### src/rtl/alu_share_arbiter.sv
// Two-port arbiter that time-shares one combinational ALU. It holds the operands for a
// per-opcode latency, then holds the captured result until the requester takes it.
module alu_share_arbiter #(
  parameter int unsigned DATA_W     = 32,
  parameter int unsigned MUL_CYCLES = 2,
  parameter int unsigned DIV_CYCLES = 4,
  parameter int unsigned RR_EN      = 1
) (
  input  logic              clock,
  input  logic              resetn,
  input  logic              req0_valid,
  output logic              req0_ready,
  input  logic [4:0]        req0_op,
  input  logic [DATA_W-1:0] req0_a,
  input  logic [DATA_W-1:0] req0_b,
  input  logic              req1_valid,
  output logic              req1_ready,
  input  logic [4:0]        req1_op,
  input  logic [DATA_W-1:0] req1_a,
  input  logic [DATA_W-1:0] req1_b,
  output logic [4:0]        alu_op,
  output logic [DATA_W-1:0] alu_a,
  output logic [DATA_W-1:0] alu_b,
  input  logic [DATA_W-1:0] alu_c,
  input  logic              alu_branch,
  input  logic              alu_error,
  output logic              rsp_valid,
  input  logic              rsp_ready,
  output logic              rsp_id,
  output logic [DATA_W-1:0] rsp_data,
  output logic              rsp_branch,
  output logic              rsp_error,
  output logic              busy
);

  localparam int unsigned MaxLat = (MUL_CYCLES > DIV_CYCLES) ? MUL_CYCLES : DIV_CYCLES;
  localparam int unsigned CntW   = (MaxLat > 1) ? $clog2(MaxLat) : 1;

  typedef enum logic [1:0] {StIdle, StExec, StResp} state_e;

  state_e            state_q, state_d;
  logic [CntW-1:0]   cnt_q, cnt_d;
  logic              rr_last_q;
  logic              grant_id_q;
  logic              any_valid;
  logic              grant;
  logic              accept;
  logic              capture;
  logic              rsp_done;
  logic [4:0]        sel_op;
  logic [DATA_W-1:0] sel_a, sel_b;
  logic [CntW-1:0]   lat_m1;

  assign any_valid = req0_valid | req1_valid;
  assign accept    = (state_q == StIdle) && any_valid;

  // On a tie, round-robin picks the port that was not granted last.
  always_comb begin
    grant = req1_valid;
    if (req0_valid && req1_valid) begin
      grant = (RR_EN != 0) ? ~rr_last_q : 1'b0;
    end
  end

  // Gated by resetn so the ready strobes read 0 while reset is held.
  assign req0_ready = resetn & accept & ~grant;
  assign req1_ready = resetn & accept & grant;

  assign sel_op = grant ? req1_op : req0_op;
  assign sel_a  = grant ? req1_a  : req0_a;
  assign sel_b  = grant ? req1_b  : req0_b;

  always_comb begin
    lat_m1 = '0;
    case (sel_op)
      5'd4, 5'd5:       lat_m1 = CntW'(MUL_CYCLES - 1);
      5'd6, 5'd7, 5'd8: lat_m1 = CntW'(DIV_CYCLES - 1);
      default:          lat_m1 = '0;
    endcase
  end

  always_comb begin
    state_d  = state_q;
    cnt_d    = cnt_q;
    capture  = 1'b0;
    rsp_done = 1'b0;
    case (state_q)
      StIdle: begin
        if (any_valid) begin
          state_d = StExec;
          cnt_d   = lat_m1;
        end
      end
      StExec: begin
        if (cnt_q == '0) begin
          state_d = StResp;
          capture = 1'b1;
        end else begin
          cnt_d = cnt_q - 1'b1;
        end
      end
      StResp: begin
        if (rsp_ready) begin
          state_d  = StIdle;
          rsp_done = 1'b1;
        end
      end
      default: state_d = StIdle;
    endcase
  end

  assign busy = (state_q != StIdle);

  always_ff @(posedge clock or negedge resetn) begin
    if (!resetn) begin
      state_q    <= StIdle;
      cnt_q      <= '0;
      rr_last_q  <= 1'b1;
      grant_id_q <= 1'b0;
      alu_op     <= '0;
      alu_a      <= '0;
      alu_b      <= '0;
      rsp_valid  <= 1'b0;
      rsp_id     <= 1'b0;
      rsp_data   <= '0;
      rsp_branch <= 1'b0;
      rsp_error  <= 1'b0;
    end else begin
      state_q <= state_d;
      cnt_q   <= cnt_d;
      if (accept) begin
        alu_op     <= sel_op;
        alu_a      <= sel_a;
        alu_b      <= sel_b;
        grant_id_q <= grant;
        rr_last_q  <= grant;
      end
      if (capture) begin
        rsp_valid  <= 1'b1;
        rsp_id     <= grant_id_q;
        rsp_data   <= alu_c;
        rsp_branch <= alu_branch;
        rsp_error  <= alu_error;
      end else if (rsp_done) begin
        rsp_valid <= 1'b0;
      end
    end
  end

endmodule

### config.mk
export PLATFORM = sky130hd
export DESIGN_NAME = alu_share_arbiter
export DESIGN_NICKNAME = d
export VERILOG_FILES = /design/src/rtl/alu_share_arbiter.sv
export SDC_FILE = /design/constraint.sdc
export NUM_CORES = 1
export LEC_CHECK = 0
export BUFFER_PORTS_ARGS = -buffer_cell sky130_fd_sc_hd__buf_2
export CAP_MARGIN = 20
export CORE_ASPECT_RATIO = 1.1
export CORE_MARGIN = 2
export CORE_UTILIZATION = 40
export CTS_CLUSTER_DIAMETER = 30
export DETAILED_ROUTE_END_ITERATION = 10
export PLACE_DENSITY_LB_ADDON = 0.05
export RECOVER_POWER = 50
export SLEW_MARGIN = 10
export SYNTH_ARGS = -nofsm -noshare
export SYNTH_HDL_FRONTEND = slang
export SYNTH_SLANG_ARGS = --single-unit
export TNS_END_PERCENT = 5
### constraint.sdc
create_clock -name clock -period 5 [get_ports clock]
set_input_delay 0.25 -clock clock [delete_from_list [all_inputs] [get_ports clock]]
set_output_delay 0.25 -clock clock [all_outputs]
set_load 0.005 [all_outputs]
==> results.toml, run 1 <==
[global_route]
first_global_vias = 3950
antenna_found_initial = 0
gr_ovfl_total = 0
global_route.usage.total = 0.184
grt_pass1_wl_um = 18900
grt_start_max_net_pins = 100

[clock_tree]
clock-root-buffer = "clkbuf_16"
tritoncts = "done"
clock_insertion_delay_worst_skew_ns = 0.34
htree_levels = 3
clock_sink_count = 111
cts_inserted_buffers = 9
worst_setup_hold_path_clk_slew_ns = 0.07
largest_buffer_count_on_any_clock_path = 2

[sta]
final.min_clock_period_ns = 2.46
fin_setup_tns_ns = 0
rsz0062_at_grt = "no"
worst_slew_margin_relative_to_its_limit = -0.0553
tightestPinTransition_ns = 1.58
post-route-period-util = 0.491
layout_setup_ws_ns = 2.54
final-setup-viol-count = 0
max_freq_ghz = 0.407
timing_max_transition_violations_final = 66
final_hold_violations = 0
clock-skew-final_ns = 0.0103

[status]
run_status = "finished with violations"
violations = "max-capacitance violations, max-slew violations"

[setup_path]
worst_path_largest_cell_delay_ns = 1.26
timing.critical_path.required_ns = 5.17
critPathLaunch = "resetn"
critical_path_sink_type = "asynchronous set/reset pin"
critical_path.startpoint_type = "primary input"
worst_ep_arrival_time_ns = 2.62
critical_path_peak_fanout = 65
cp_slowest_cell = "clkbuf_2"
path_cells = "dlygate4sd3_1, buf_4, clkbuf_2"
path_class = "in2async"
r2r_start = "cnt_q[0]$_DFFE_PN0P_"

[placement]
buffer_ports.inserted = 284
post_place_setup_slack_ns = 2.71
hpwlAfterDp_um = 9450
gp_routability_congestion = 0.735
dpl-instance-area_sq_um = 6400

[cells_and_area]
area_delta_synth_final_pct = 34.7
antenna_cells = 0
finalNetCount = 876
final_area_sq_um = 6630
drive_gt1_frac = 0.374

[synthesis]
syn-num-nets = 604
postSynthAreaPerCell_sq_um = 11.5
post_synth_most_frequent_cells = "dfrtp_1, nand2_1, mux2i_1, o21ai_1, mux2_2"
synth_most_common_cell = "dfrtp_1"
netlist_area_sq_um = 4920
async_flop_share = 1.00
postSynthRegisterBits = 111
synth_ff_type = "dfrtp_1"
seq_area_frac_synth = 0.565
yosys.area.top_type = "dfrtp_1"
yosysUniqueCellTypes = 30
synth_enable_flop_cells = 0
yosys-top-cells-area = "dfrtp_1, mux2i_1, mux2_2"
netlist.area_leader.share = 0.560
synthCells = 426
ys.warnings.count = 0

[power_and_ir_drop]
power.internal_mw = 2.48
irDropWorstVdd_mv = 0.425
swShare = 0.348
power_leakage_nw = 3.26
p_sw_mw = 1.32
power.share.clock = 0.200
power_density_normalized_to_cell_area_nw_per_um2 = 575
pwr-share-seq = 0.416
comb_power_share = 0.384

[floorplan]
die_h_um = 120
design.portCount = 285
core_sq_um = 12000
die_w_um = 110
fp.dieArea_sq_um = 13200
num_rows = 42
starting_density_of_the_core = 0.409

[detailed_routing]
drt_pass1_iterations = 4
route.detailed.drc = 0
vias = 4015
wirelength_routed_um = 12300
starting_drt_drc_count = 186
avgRoutedWirePerCell_um = 14.3
drt-vias-per-instance = 4.68
final_antenna_net_count = 0

[min_path]
kind_of_path_behind_the_tightest_hold_check = "in2reg"
hold_start = "rsp_ready"

[run]
maximum_capacitance_violations = 1
[registers in the layout, indices dropped and copies added, names as in the netlist, 2 cells and up]
signal,flops
cnt_q,2
alu_a,32
alu_op,5
alu_b,32
state_q,2
rsp_data,32
[critical path, delay by kind of cell]
| family | cells | cell delay, ns |
|---|---|---|
| buffers and inverters | 3 | 2.29 |
[per-stage QoR]
step	utilization	hold WS, ns	instances	power [mW]
3_5_place_dp	0.532	0.312	840	3.18
3_3_place_gp	0.532	0.317	840	3.13
5_1_grt	0.551	0.126	857	4.13
6_report	0.551	0.126	857	3.81
2_1_floorplan	-	-0.0456	426	2.49
4_1_cts	0.560	0.116	857	3.94
[metal layers]
metal	part of all wire	vias up	wire length [um]	GRT usage
met2	0.50	159	6170	0.328
li1	-	2027	-	-
met5	0	-	0	0
met1	0.40	1815	4890	0.215
met4	0.016	0	200	0.0657
met3	0.081	14	989	0.0388
[repair_timing]
item,4_1_cts,5_1_grt
setup buffers,0,0
hold buffers,1,0
resized for setup,0,0
hold endpoints to repair,45,0
[cell families (layout without fill, tap and decap cells)]
| group | Yosys count | in the layout | share of synthesized area |
|---|---|---|---|
| AND/OR/NAND/NOR | 89 | 89 | 0.0740 |
| flip-flops | 111 | 111 | 0.565 |
| AO/OA/AOI/OAI | 89 | 89 | 0.0987 |
| buffers and inverters | 33 | 310 | 0.0415 |
| adder cells (fa/ha/maj) | 1 | 1 | 0.00254 |
| multiplexers | 103 | 103 | 0.218 |
[layout by cell type, fill, tap and decap left out, drive strengths merged, types with 2 or more instances in the layout]
| cell type | count |
|---|---|
| a21oi | 7 |
| a221o | 2 |
| a31oi | 3 |
| buf | 208 |
| bufinv | 2 |
| clkbuf | 88 |
| clkinv | 3 |
| dfrtp | 110 |
| inv | 7 |
| mux2 | 35 |
| mux2i | 68 |
| nand2 | 74 |
| nand2b | 2 |
| nor2 | 9 |
| nor4b | 2 |
| o21ai | 71 |
| o32ai | 2 |
[cell type report]
cell class | count | area [sq um]
clock buffer | 9 | 225
inverter | 6 | 22.5
clock inverter | 7 | 95.1
fill | 1149 | 5410
tap | 154 | 193
sequential | 111 | 2780
multi-input combinational | 282 | 1940
timing repair buffer | 288 | 1370
[power by group through the flow]
stage               Clock [mW]  Combinational, mW  Sequential [mW]
CTS                      0.780               1.58             1.58
finish                   0.762               1.46             1.58
detailed placement           0               1.59             1.60
global placement             0               1.54             1.58
floorplan                    0              0.874             1.62
global route             0.816               1.66             1.65
[path summary, 6_finish.rpt]
check / end / slack (ns) / cells past startpoint
max: rsp_data[11]$_DFFE_PN0P_ / 2.54 / 3
min: state_q[1]$_DFFE_PN0P_ / 0.13 / 2
max reg2reg: rsp_data[6]$_DFFE_PN0P_ / 2.59 / 5
min reg2reg: alu_a[2]$_DFFE_PN0P_ / 0.48 / 2
max in group clock: req1_ready / 2.59 / 4
min in group asynchronous: alu_a[26]$_DFFE_PN0P_ / 0.47 / 2
Power figures use the tool's default switching activity.
==> inputs of run 2 (changes only) <==
==> constraint.sdc (replaced) <==
create_clock -name clock -period 2.2 [get_ports clock]
set_input_delay 0.11 -clock clock [delete_from_list [all_inputs] [get_ports clock]]
set_output_delay 0.11 -clock clock [all_outputs]
set_load 0.005 [all_outputs]
==> results.toml, run 2 (synthesis gave the netlist of run 1 again) <==
[status]
run_status = "complete, no violations"

[setup_path]
cp_slowest_cell = "clkbuf_1"
worst_path_largest_cell_delay_ns = 0.64
critical_path_peak_fanout = 15
path_class = "in2out"
worst_ep_arrival_time_ns = 1.68
crit_buf_inv = 3
path_cells = "dlygate4sd3_1, clkbuf_1, and3_1, buf_2"
critical_path.startpoint_type = "primary input"
timing.critical_path.required_ns = 2.09
critPathTopFamily = "buffers and inverters"
critical_path_sink_type = "output port"

[detailed_routing]
route.detailed.drc = 0
starting_drt_drc_count = 142
final_antenna_net_count = 0
drt-vias-per-instance = 4.66
wirelength_routed_um = 12800
vias = 4148
avgRoutedWirePerCell_um = 14.3
drt_pass1_iterations = 4

[cells_and_area]
drive_gt1_frac = 0.385
area_delta_synth_final_pct = 43.2
filler_cells_inserted = 1080
sequential_cell_area_sq_um = 2780
multi_input_comb_area_sq_um = 1950
antenna_cells = 0
layout_common_cells = "buf_2, dfrtp_1, nand2_1"
finalNetCount = 910
mostFrequentLayoutCell = "buf_2"
final_area_sq_um = 7040
reg_top3 = "alu_a x32, alu_b x32, rsp_data x32"

[sta]
clock-skew-final_ns = 0.00501
final_hold_violations = 0
final-setup-viol-count = 0
timing_max_transition_violations_final = 0
tightestPinTransition_ns = 0.831
fin_setup_tns_ns = 0
rsz0062_at_grt = "no"
final.min_clock_period_ns = 1.79
worst_slew_margin_relative_to_its_limit = 0.446
post-route-period-util = 0.814
max_freq_ghz = 0.558

[global_route]
grt_pass1_wl_um = 19700
antenna_found_initial = 0
gr_ovfl_total = 0
grt.busiest_layer = "met2"
global_route.usage.total = 0.193
grt.met2_usage = 0.344
grt_start_max_net_pins = 59
global_route.usage.met1 = 0.221
groute.layer.met3.usage = 0.0431
first_global_vias = 4059

[clock_tree]
worst_setup_hold_path_clk_slew_ns = 0.07
clock_sink_count = 111
clock_insertion_delay_worst_skew_ns = 0.34
cts_inserted_buffers = 9
clock-root-buffer = "clkbuf_16"
htree_levels = 3
largest_buffer_count_on_any_clock_path = 2
tritoncts = "done"
cts_setup_buffers = 0

[floorplan]
die_w_um = 110
core_sq_um = 12000
num_rows = 42
fp.dieArea_sq_um = 13200
design.portCount = 285
die_h_um = 120
starting_density_of_the_core = 0.409

[power_and_ir_drop]
irDropWorstVdd_mv = 0.531
power_leakage_nw = 3.48
power.total_mw = 9.00
power_density_normalized_to_cell_area_nw_per_um2 = 1280

[placement]
gp_routability_congestion = 0.750
dpl-instance-area_sq_um = 6490
hpwlAfterDp_um = 9810
buffer_ports.inserted = 284

[min_path]
kind_of_path_behind_the_tightest_hold_check = "in2reg"

[run]
maximum_capacitance_violations = 0
==> run 2: cell count changes in the layout (fill, tap and decap cells not counted), sizes merged <==
cell and delta:
bufinv +1, buf +21, dlygate4sd3 +28, inv +1, clkinv -1, clkinvlp -1, clkbuf -15
==> run 2: through the flow <==
| step | std cells | worst slack (ns) | hold slack [ns] | utilization |
|---|---|---|---|---|
| after global routing | 891 | 0.213 | 0.00187 | 0.585 |
| after global placement | 846 | 0.655 | -0.0262 | 0.539 |
| after floorplan | 426 | 0.628 | -0.186 | - |
| after detailed placement | 846 | 0.601 | -0.0243 | 0.539 |
| final | 891 | 0.409 | 0.0126 | 0.585 |
| after CTS | 891 | 0.502 | 0.00176 | 0.593 |
==> run 2: repair_timing <==
action,in CTS,in global routing
gates resized for setup,0,0
hold buffers,29,0
endpoints found under the hold margin,102,0
==> run 2: per-layer routing <==
metal,vias up,part of all wire
met5,-,0
met4,0,0.021
met3,17,0.083
met2,165,0.51
met1,1871,0.39
li1,2095,-
==> run 2: final timing paths <==
kind / cells after the start / to / from / slack [ns]
worst max-delay path: 4 / req1_ready / resetn / 0.41
worst min register to register: 2 / alu_a[1]$_DFFE_PN0P_ / alu_a[1]$_DFFE_PN0P_ / 0.48
min in group asynchronous: 2 / alu_a[21]$_DFFE_PN0P_ / resetn / 0.42
max in group asynchronous: 3 / alu_b[26]$_DFFE_PN0P_ / resetn / 0.52
worst max register to register: 6 / rsp_data[25]$_DFFE_PN0P_ / cnt_q[0]$_DFFE_PN0P_ / 0.59
worst min-delay path: 2 / rsp_data[7]$_DFFE_PN0P_ / alu_c[7] / 0.01
==> run 2: final cells by class <==
| cell class | count | share of cell area |
|---|---|---|
| inverter | 6 | 0.00320 |
| sequential | 111 | 0.394 |
| clock buffer | 9 | 0.0320 |
| timing repair buffer | 322 | 0.248 |
| multi-input combinational | 282 | 0.277 |
| tap | 154 | 0.0274 |
| clock inverter | 7 | 0.0181 |
==> run 2: report_power, final <==
| group | internal [mW] | switching, mW | leakage (nW) |
|---|---|---|---|
| Combinational | 1.71 | 1.81 | 1.97 |
| Clock | 1.13 | 0.756 | 0.172 |
| Sequential | 3.07 | 0.526 | 1.34 |
==> inputs of run 3 (changes only) <==
==> constraint.sdc (replaced) <==
create_clock -name clock -period 1.5 [get_ports clock]
set_input_delay 0.075 -clock clock [delete_from_list [all_inputs] [get_ports clock]]
set_output_delay 0.075 -clock clock [all_outputs]
set_load 0.005 [all_outputs]
==> results.toml, run 3 (synthesis gave the netlist of run 1 again) <==
[status]
run_status = "complete, no violations"

[clock_tree]
tritoncts = "done"
clock_sink_count = 111
clock_insertion_delay_worst_skew_ns = 0.34
htree_levels = 3
largest_buffer_count_on_any_clock_path = 2
worst_setup_hold_path_clk_slew_ns = 0.07
cts_inserted_buffers = 9
clock-root-buffer = "clkbuf_16"

[placement]
buffer_ports.inserted = 284
dpl-instance-area_sq_um = 6630
gp_routability_congestion = 0.827
post_place_setup_slack_ns = -0.0241
hpwlAfterDp_um = 10000

[cells_and_area]
final_area_sq_um = 7650
mostFrequentLayoutCell = "buf_2"
area_delta_synth_final_pct = 55.4
finalNetCount = 947
drive_gt1_frac = 0.498
filler_cells_inserted = 992
layout_common_cells = "buf_2, dfrtp_1, nand2_1"
multi_input_comb_area_sq_um = 2020
reg_top3 = "alu_a x32, alu_b x32, rsp_data x32"
layout.core_utilization = 0.635
sequential_cell_area_sq_um = 2780

[run]
maximum_capacitance_violations = 0

[detailed_routing]
starting_drt_drc_count = 212
drt_pass1_iterations = 4
drt-vias-per-instance = 4.73
final_antenna_net_count = 0
dr_wl_met3_um = 1110
met2_length_um = 6940
vias = 4393
top_layer_reached_by_signal_wires = "met4"
wirelength_met1_um = 5410
route.detailed.drc = 0
avgRoutedWirePerCell_um = 14.8
wirelength_routed_um = 13700

[sta]
layout_setup_ws_ns = 0.00405
post-route-period-util = 0.997
clock-skew-final_ns = 0.00660
final-setup-viol-count = 0
timing_max_transition_violations_final = 0
worst_slew_margin_relative_to_its_limit = 0.713
final.min_clock_period_ns = 1.50
rsz0062_at_grt = "yes"
tightestPinTransition_ns = 0.425
final_hold_violations = 0
max_freq_ghz = 0.668

[min_path]
kind_of_path_behind_the_tightest_hold_check = "in2reg"

[floorplan]
num_rows = 42
fp.dieArea_sq_um = 13200
die_h_um = 120
core_sq_um = 12000
design.portCount = 285
die_w_um = 110
starting_density_of_the_core = 0.409

[setup_path]
critical_path_sink_type = "output port"
critical_path_peak_fanout = 5
worst_ep_arrival_time_ns = 1.42
critical_path.startpoint_type = "register"
path_class = "reg2out"
worst_reg2reg_setup_slack_ns = 0.01
timing.critical_path.required_ns = 1.42

[global_route]
grt_start_max_net_pins = 59
gr_ovfl_total = 0
first_global_vias = 4352
antenna_found_initial = 1
global_route.usage.total = 0.200
grt_pass1_wl_um = 20500

[power_and_ir_drop]
power_leakage_nw = 3.90
irDropWorstVdd_mv = 0.843
power_density_normalized_to_cell_area_nw_per_um2 = 1810
-- run 3: cell count changes in the layout (fill, tap and decap cells not counted), sizes merged --
cell / delta
bufinv: -3
clkbuf: -54
dlygate4sd3: +10
diode: +1
clkinvlp: +1
buf: +83
clkinv: -1
-- run 3: path summary, 6_finish.rpt --
| path | endpoint | cells after the start | startpoint |
|---|---|---|---|
| setup / recovery | req1_ready | 4 | rr_last_q$_DFFE_PN1P_ |
| hold / removal | alu_b[23]$_DFFE_PN0P_ | 3 | req0_b[23] |
| setup reg to reg | rsp_data[7]$_DFFE_PN0P_ | 6 | cnt_q[1]$_DFFE_PN0P_ |
| hold reg to reg | alu_a[24]$_DFFE_PN0P_ | 2 | alu_a[24]$_DFFE_PN0P_ |
| max in group asynchronous | alu_a[1]$_DFFE_PN0P_ | 3 | resetn |
| min in group asynchronous | state_q[0]$_DFFE_PN0P_ | 2 | resetn |
-- run 3: power breakdown --
part           switching [mW]  leakage, nW  internal [mW]
clock                    1.04        0.132           1.17
sequential              0.733         1.34           4.51
combinational            2.94         2.43           3.43
-- run 3: what timing repair did --
action	4_1_cts	5_1_grt
gates resized for setup	7	42
gates cloned	3	3
setup endpoints to repair	33	73
buffers inserted	5	6
hold endpoints to repair	121	0
hold buffers	39	0
pin swaps	2	4
-- run 3: layer usage --
layer  GRT usage  vias to the layer above
li1            -                     2166
met1       0.235                     2011
met2       0.353                      195
met3      0.0447                       21
met4      0.0767                        0
met5           0                        -
-- run 3: through the flow --
stage | total power, mW | TNS [ns] | hold WS, ns | cells
floorplan | 8.33 | -0.639 | -0.221 | 426
global placement | 10.8 | 0 | -0.0168 | 856
detailed placement | 11.0 | -0.275 | -0.0139 | 856
CTS | 13.6 | -0.427 | 0.000471 | 918
global route | 14.9 | -1.33 | 0.0102 | 928
finish | 13.8 | 0 | 0.00222 | 928
-- run 3: worst max-delay path: stages (launching register included) --
cell	delay, ns
dfstp_2	0.56
a21boi_4	0.09
buf_12	0.14
and3_1	0.16
buf_2	0.13
-- run 3: final cells by class --
| class | instances | share of cell area |
|---|---|---|
| well taps | 154 | 0.0252 |
| flip-flops and latches | 111 | 0.364 |
| multi-input cells | 282 | 0.264 |
| inverters | 6 | 0.00295 |
| diodes | 1 | 0.000327 |
| repair buffers | 359 | 0.309 |
| clock inverters | 4 | 0.00393 |
| clock buffers | 11 | 0.0317 |
